File: config.mk
export PLATFORM = sky130hd
export DESIGN_NAME = gerador_vetores_porta
export DESIGN_NICKNAME = d
export VERILOG_FILES = /design/src/rtl/gerador_vetores_porta.sv
export SDC_FILE = /design/constraint.sdc
export NUM_CORES = 1
export LEC_CHECK = 0
export ABC_AREA = 1
export CAP_MARGIN = 5
export CORE_MARGIN = 5
export CORE_UTILIZATION = 35
export CTS_CLUSTER_DIAMETER = 30
export DETAILED_ROUTE_END_ITERATION = 8
export DONT_BUFFER_PORTS = 1
export PLACE_DENSITY = 0.47
export SETUP_SLACK_MARGIN = 0.15
export SLEW_MARGIN = 5
export SYNTH_ARGS = -nofsm -noshare
export SYNTH_HDL_FRONTEND = slang
export SYNTH_SLANG_ARGS = --single-unit
File: constraint.sdc
create_clock -name clk -period 3.3 [get_ports clk]
set_input_delay 0.495 -clock clk [delete_from_list [all_inputs] [get_ports clk]]
set_output_delay 0.495 -clock clk [all_outputs]
set_load 0.01 [all_outputs]
File: src/rtl/gerador_vetores_porta.sv
// Exhaustive truth-table sweep generator and checker for a single logic gate.
// Optional macro VERIF_STOP_ON_FAIL_EN ends the sweep on the first failing vector.
module gerador_vetores_porta #(
    parameter int unsigned N_IN   = 2,
    parameter int unsigned SETTLE = 2,
    parameter int unsigned FUNC   = 0
) (
    input  logic              clk,
    input  logic              rst,
    input  logic              start,
    input  logic              dut_y,
    output logic [N_IN-1:0]   vec,
    output logic              busy,
    output logic              done,
    output logic              pass,
    output logic [N_IN:0]     err_count,
    output logic              mismatch
);

    localparam int unsigned ERR_W = N_IN + 1;
    localparam int unsigned CNT_W = (SETTLE > 1) ? $clog2(SETTLE) : 1;
    localparam logic [CNT_W-1:0] CNT_LOAD = CNT_W'(SETTLE - 1);
    localparam logic [N_IN-1:0]  VEC_LAST = '1;

    typedef enum logic [1:0] {
        ST_IDLE,
        ST_SETTLE,
        ST_CHECK
    } state_t;

    state_t           state;
    logic [CNT_W-1:0] cnt;
    logic             expected_c;
    logic             miss_c;
    logic [ERR_W-1:0] err_next_c;

    // Reference gate function; unknown FUNC codes fall back to AND
    always_comb begin
        expected_c = &vec;
        case (FUNC)
            32'd1:   expected_c = |vec;
            32'd2:   expected_c = ^vec;
            32'd3:   expected_c = ~(&vec);
            default: expected_c = &vec;
        endcase
        miss_c     = (dut_y != expected_c);
        err_next_c = err_count + ERR_W'(miss_c);
    end

    always_ff @(posedge clk) begin
        if (rst) begin
            state     <= ST_IDLE;
            cnt       <= '0;
            vec       <= '0;
            busy      <= 1'b0;
            done      <= 1'b0;
            pass      <= 1'b0;
            err_count <= '0;
            mismatch  <= 1'b0;
        end else begin
            mismatch <= 1'b0;
            case (state)
                ST_IDLE: begin
                    if (start) begin
                        state     <= ST_SETTLE;
                        cnt       <= CNT_LOAD;
                        vec       <= '0;
                        busy      <= 1'b1;
                        done      <= 1'b0;
                        pass      <= 1'b0;
                        err_count <= '0;
                    end
                end
                ST_SETTLE: begin
                    if (cnt == '0) begin
                        state <= ST_CHECK;
                    end else begin
                        cnt <= cnt - CNT_W'(1);
                    end
                end
                ST_CHECK: begin
                    mismatch  <= miss_c;
                    err_count <= err_next_c;
`ifdef VERIF_STOP_ON_FAIL_EN
                    if (miss_c) begin
                        // vec is left on the failing pattern for diagnosis
                        state <= ST_IDLE;
                        busy  <= 1'b0;
                        done  <= 1'b1;
                        pass  <= 1'b0;
                    end else if (vec == VEC_LAST) begin
`else
                    if (vec == VEC_LAST) begin
`endif
                        state <= ST_IDLE;
                        busy  <= 1'b0;
                        done  <= 1'b1;
                        pass  <= (err_next_c == '0);
                    end else begin
                        state <= ST_SETTLE;
                        cnt   <= CNT_LOAD;
                        vec   <= vec + N_IN'(1);
                    end
                end
                default: begin
                    state <= ST_IDLE;
                end
            endcase
        end
    end

endmodule

==> impl_metrics.prom <==
# TYPE chip_impl_metric gauge
chip_impl_info{name="hold_path.startpoint",value="rst"} 1
chip_impl_metric{name="power_switching_share",unit="%"} 24.95
chip_impl_metric{name="power.density_cell_area",unit="nW/µm²"} 456.9
chip_impl_metric{name="hold_path_depth",unit=""} 1
chip_impl_metric{name="synth_sequential_area_ratio",unit="%"} 44.04
chip_impl_metric{name="drt-wirelength-per-cell",unit="µm"} 11.29
chip_impl_info{name="layout.cells.most_common_list",value="sky130_fd_sc_hd__nand2_1 (23), sky130_fd_sc_hd__dfxtp_1 (12), sky130_fd_sc_hd__a21oi_1 (10)"} 1
chip_impl_metric{name="clock_skew",unit="ns"} 0.003096
chip_impl_info{name="cts_tree",value="yes"} 1
chip_impl_metric{name="max_slew.worst_pin.slew",unit="ns"} 0.2385
chip_impl_metric{name="route.detailed.vias_per_inst",unit=""} 4.813
chip_impl_metric{name="grt_first_pass_wirelength",unit="µm"} 1759
chip_impl_metric{name="static-leakage-power",unit="nW"} 0.2634
chip_impl_metric{name="drt-initial-drc-count",unit=""} 5
chip_impl_metric{name="fin_crit_sh",unit="%"} 55.60
chip_impl_info{name="hold_end",value="state[0]$_SDFFE_PP0P_"} 1
chip_impl_metric{name="std_cell_rows",unit=""} 14
chip_impl_metric{name="crit_buf_inv",unit=""} 1
chip_impl_info{name="critical_path.top_delay_family",value="simple AND/OR/NAND/NOR gates"} 1
chip_impl_metric{name="pwr-share-comb",unit="%"} 8.4
chip_impl_metric{name="clock_latency",unit="ns"} 0.27
chip_impl_metric{name="crit_path_max_fanout",unit=""} 5
chip_impl_metric{name="finalNetCount",unit=""} 84
chip_impl_metric{name="grt.met1_usage",unit="%"} 11.83
chip_impl_metric{name="max-clock-path-buffers",unit=""} 2
chip_impl_metric{name="mappedNetlistNets",unit=""} 80
chip_impl_metric{name="power.clock.fraction",unit="%"} 33.2
chip_impl_info{name="outcome",value="completed"} 1
chip_impl_metric{name="area_delta_synth_final",unit="%"} 7.110
chip_impl_metric{name="r2r_slack",unit="ns"} 1.47
chip_impl_metric{name="hold_buffers",unit=""} 0
chip_impl_metric{name="die_boundary_width",unit="µm"} 49.48
chip_impl_info{name="most_common_cell_after_layout_fill_and_taps_aside",value="sky130_fd_sc_hd__nand2_1"} 1
chip_impl_metric{name="crit_required",unit="ns"} 3.52
chip_impl_metric{name="gr-usage-all-layers",unit="%"} 9.379
chip_impl_metric{name="route.detailed.drc",unit=""} 0
chip_impl_metric{name="antennaDiodeCount",unit=""} 0
chip_impl_info{name="cts.root.buffer_cell",value="sky130_fd_sc_hd__clkbuf_4"} 1
chip_impl_metric{name="maximum_number_of_pins_on_one_net_before_global_route_repair",unit=""} 12
chip_impl_metric{name="synthDistinctLibCells",unit=""} 16
chip_impl_info{name="rsz0062_at_grt",value="false"} 1
chip_impl_metric{name="multi_input_area",unit="µm²"} 275.3
chip_impl_metric{name="fin_crit",unit="ns"} 1.835
chip_impl_metric{name="netlist_area",unit="µm²"} 545.5
chip_impl_metric{name="drt-total-wl",unit="µm"} 1027
chip_impl_metric{name="finalHoldViolations",unit=""} 0
chip_impl_metric{name="sequentialPowerShare",unit="%"} 58.4
chip_impl_info{name="grt_most_used_layer",value="met2"} 1
chip_impl_metric{name="design.die.area",unit="µm²"} 2448
chip_impl_metric{name="post_cts_resize_count",unit=""} 0
chip_impl_metric{name="reg2reg_depth",unit=""} 11
chip_impl_metric{name="pin_count",unit=""} 13
chip_impl_metric{name="post-place-cells",unit=""} 88
chip_impl_metric{name="timing.fmax",unit="MHz"} 545.0
chip_impl_metric{name="die_height",unit="µm"} 49.48
chip_impl_metric{name="port_buffers",unit=""} 0
chip_impl_metric{name="finalHoldWorstSlack",unit="ns"} 0.2834
chip_impl_metric{name="synth_seq_cells",unit=""} 12
chip_impl_metric{name="vias_in_the_first_global_route",unit=""} 376
chip_impl_metric{name="final_layout_size_suffix_gt1_share",unit="%"} 12.00
chip_impl_metric{name="worst_path_largest_cell_delay",unit="ns"} 0.42
chip_impl_info{name="critical-path-slowest-cell",value="sky130_fd_sc_hd__dfxtp_1"} 1
chip_impl_metric{name="post-dp-hpwl",unit="µm"} 790
chip_impl_info{name="hold_path.class",value="in2reg"} 1
chip_impl_metric{name="global_route.usage.met2",unit="%"} 13.30
chip_impl_metric{name="worst_ep_arrival_time",unit="ns"} 2.05
chip_impl_info{name="startpoint_of_the_lowest_slack_register_to_register_path",value="vec[0]$_SDFFE_PP0P_"} 1
chip_impl_metric{name="synthesis.yosys.warnings",unit=""} 0
chip_impl_metric{name="fin_cells",unit=""} 91
chip_impl_metric{name="fin_setup_tns",unit="ns"} 0
chip_impl_metric{name="cts.repair_timing.setup_buffer_count",unit=""} 0
chip_impl_info{name="timing.critical_path.from_type",value="flop"} 1
chip_impl_metric{name="max_cap_viol_count",unit=""} 0
chip_impl_metric{name="synth.avg_cell_area",unit="µm²"} 7.473
chip_impl_metric{name="switchingPower",unit="mW"} 0.06662
chip_impl_metric{name="met3_track_utilization_from_global_routing",unit="%"} 3.916
chip_impl_info{name="critPathCaptureType",value="flop"} 1
chip_impl_metric{name="final-seq-area",unit="µm²"} 240.2
chip_impl_metric{name="h-tree-depth",unit=""} 1
chip_impl_info{name="regToRegEndpoint",value="pass$_SDFFE_PP0P_"} 1
chip_impl_info{name="crit_path_cell_trace",value="ha_1 > inv_2 > or2_1 > nand2_1 > ha_1 > ha_1 > nor2_1 > nand3_2 > nor2_1 > nand2_1 > nand2_1"} 1
chip_impl_metric{name="clock_pin_slew_on_the_worst_setup_and_hold_paths",unit="ns"} 0.07
chip_impl_metric{name="first_pass_iters",unit=""} 4
chip_impl_metric{name="grt_overflow",unit=""} 0
chip_impl_metric{name="setup_viol_count_final",unit=""} 0
chip_impl_metric{name="fillCellCount",unit=""} 158
chip_impl_metric{name="synthesized_instance_count",unit=""} 73
chip_impl_metric{name="cts.sinks",unit=""} 12
chip_impl_metric{name="coreArea",unit="µm²"} 1489
chip_impl_metric{name="place_congestion",unit=""} 0.6842
chip_impl_metric{name="power.internal",unit="mW"} 0.2004
chip_impl_info{name="worstSetupPathType",value="reg2reg"} 1
chip_impl_metric{name="grt_antenna_before_repair",unit=""} 0
chip_impl_metric{name="cts_made_buffers",unit=""} 3
chip_impl_metric{name="antenna_left",unit=""} 0
chip_impl_metric{name="maxSlewHeadroom",unit="%"} 84.08
chip_impl_metric{name="timing.final.max_slew_violations",unit=""} 0
chip_impl_metric{name="via_count",unit=""} 438
chip_impl_metric{name="start_util",unit="%"} 36.64
chip_impl_metric{name="vdd.ir_drop.worst",unit="mV"} 0.1660
metrics by stage:
step / util, % / power [mW] / setup slack [ns] / area [µm²]
CTS: 39.24 / 0.2738 / 1.439 / 584.3
floorplan: - / 0.1791 / 1.621 / 545.5
global route: 39.24 / 0.2849 / 1.294 / 584.3
detailed placement: 37.73 / 0.1826 / 1.462 / 561.8
global placement: 37.73 / 0.1827 / 1.477 / 561.8
finish: 39.24 / 0.2670 / 1.465 / 584.3
worst max path at each step:
stage                             end  cells after the start           startpoint  slack, ns
floorplan           pass$_SDFFE_PP0P_                     11  vec[0]$_SDFFE_PP0P_       1.62
global placement    pass$_SDFFE_PP0P_                     11  vec[0]$_SDFFE_PP0P_       1.48
detailed placement  pass$_SDFFE_PP0P_                     11  vec[0]$_SDFFE_PP0P_       1.46
CTS                 pass$_SDFFE_PP0P_                     11  vec[0]$_SDFFE_PP0P_       1.44
global route        pass$_SDFFE_PP0P_                     11  vec[0]$_SDFFE_PP0P_       1.29
finish              pass$_SDFFE_PP0P_                     11  vec[0]$_SDFFE_PP0P_       1.47
Yosys cell counts:
master | count | share of area [%]
sky130_fd_sc_hd__dfxtp_1 | 12 | 44
sky130_fd_sc_hd__nor2_1 | 5 | 3.4
sky130_fd_sc_hd__nand3b_1 | 1 | 1.4
sky130_fd_sc_hd__and3_1 | 1 | 1.1
sky130_fd_sc_hd__inv_2 | 2 | 1.4
sky130_fd_sc_hd__nand2_2 | 1 | 1.1
sky130_fd_sc_hd__ha_1 | 3 | 6.9
sky130_fd_sc_hd__nor2_4 | 1 | 2.1
sky130_fd_sc_hd__inv_1 | 5 | 3.4
sky130_fd_sc_hd__nor3_1 | 1 | 0.92
sky130_fd_sc_hd__clkbuf_1 | 1 | 0.69
sky130_fd_sc_hd__or2_1 | 1 | 1.1
sky130_fd_sc_hd__nand3_1 | 4 | 3.7
sky130_fd_sc_hd__a21oi_1 | 10 | 9.2
sky130_fd_sc_hd__nand3_2 | 2 | 3.7
sky130_fd_sc_hd__nand2_1 | 23 | 16
area by class of cell:
class | count | share of cell area, %
clock buffers | 3 | 3.854
inverters | 7 | 4.497
multi-input cells | 53 | 47.11
flip-flops and latches | 12 | 41.11
well taps | 16 | 3.426
cell families (layout without fill, tap and decap cells):
group / Yosys count / in the layout / share of synthesized area, %
compound gates: 10 / 10 / 9.175
fa+ha+maj: 3 / 3 / 6.881
flops: 12 / 12 / 44.04
simple gates: 40 / 40 / 34.41
buf+inv: 8 / 10 / 5.505
power groups by stage:
stage	registers, mW	logic [mW]	clock network, mW
3_5_place_dp	0.160	0.0229	0
5_1_grt	0.157	0.0260	0.102
6_report	0.156	0.0224	0.0886
3_3_place_gp	0.160	0.0230	0
4_1_cts	0.156	0.0230	0.0945
2_1_floorplan	0.158	0.0206	0
state kept, by name (all words and copies together) (netlist names):
register / count
vec: 2
pass: 1
err_count: 3
cnt: 1
state: 2
mismatch: 1
done: 1
busy: 1
per-layer routing:
metal / up-vias / share of wire, %
met5: - / 0
met3: 2 / 5.4
met1: 183 / 47
li1: 246 / -
met4: 0 / 1.8
met2: 7 / 46
Power figures use the tool's default switching activity.
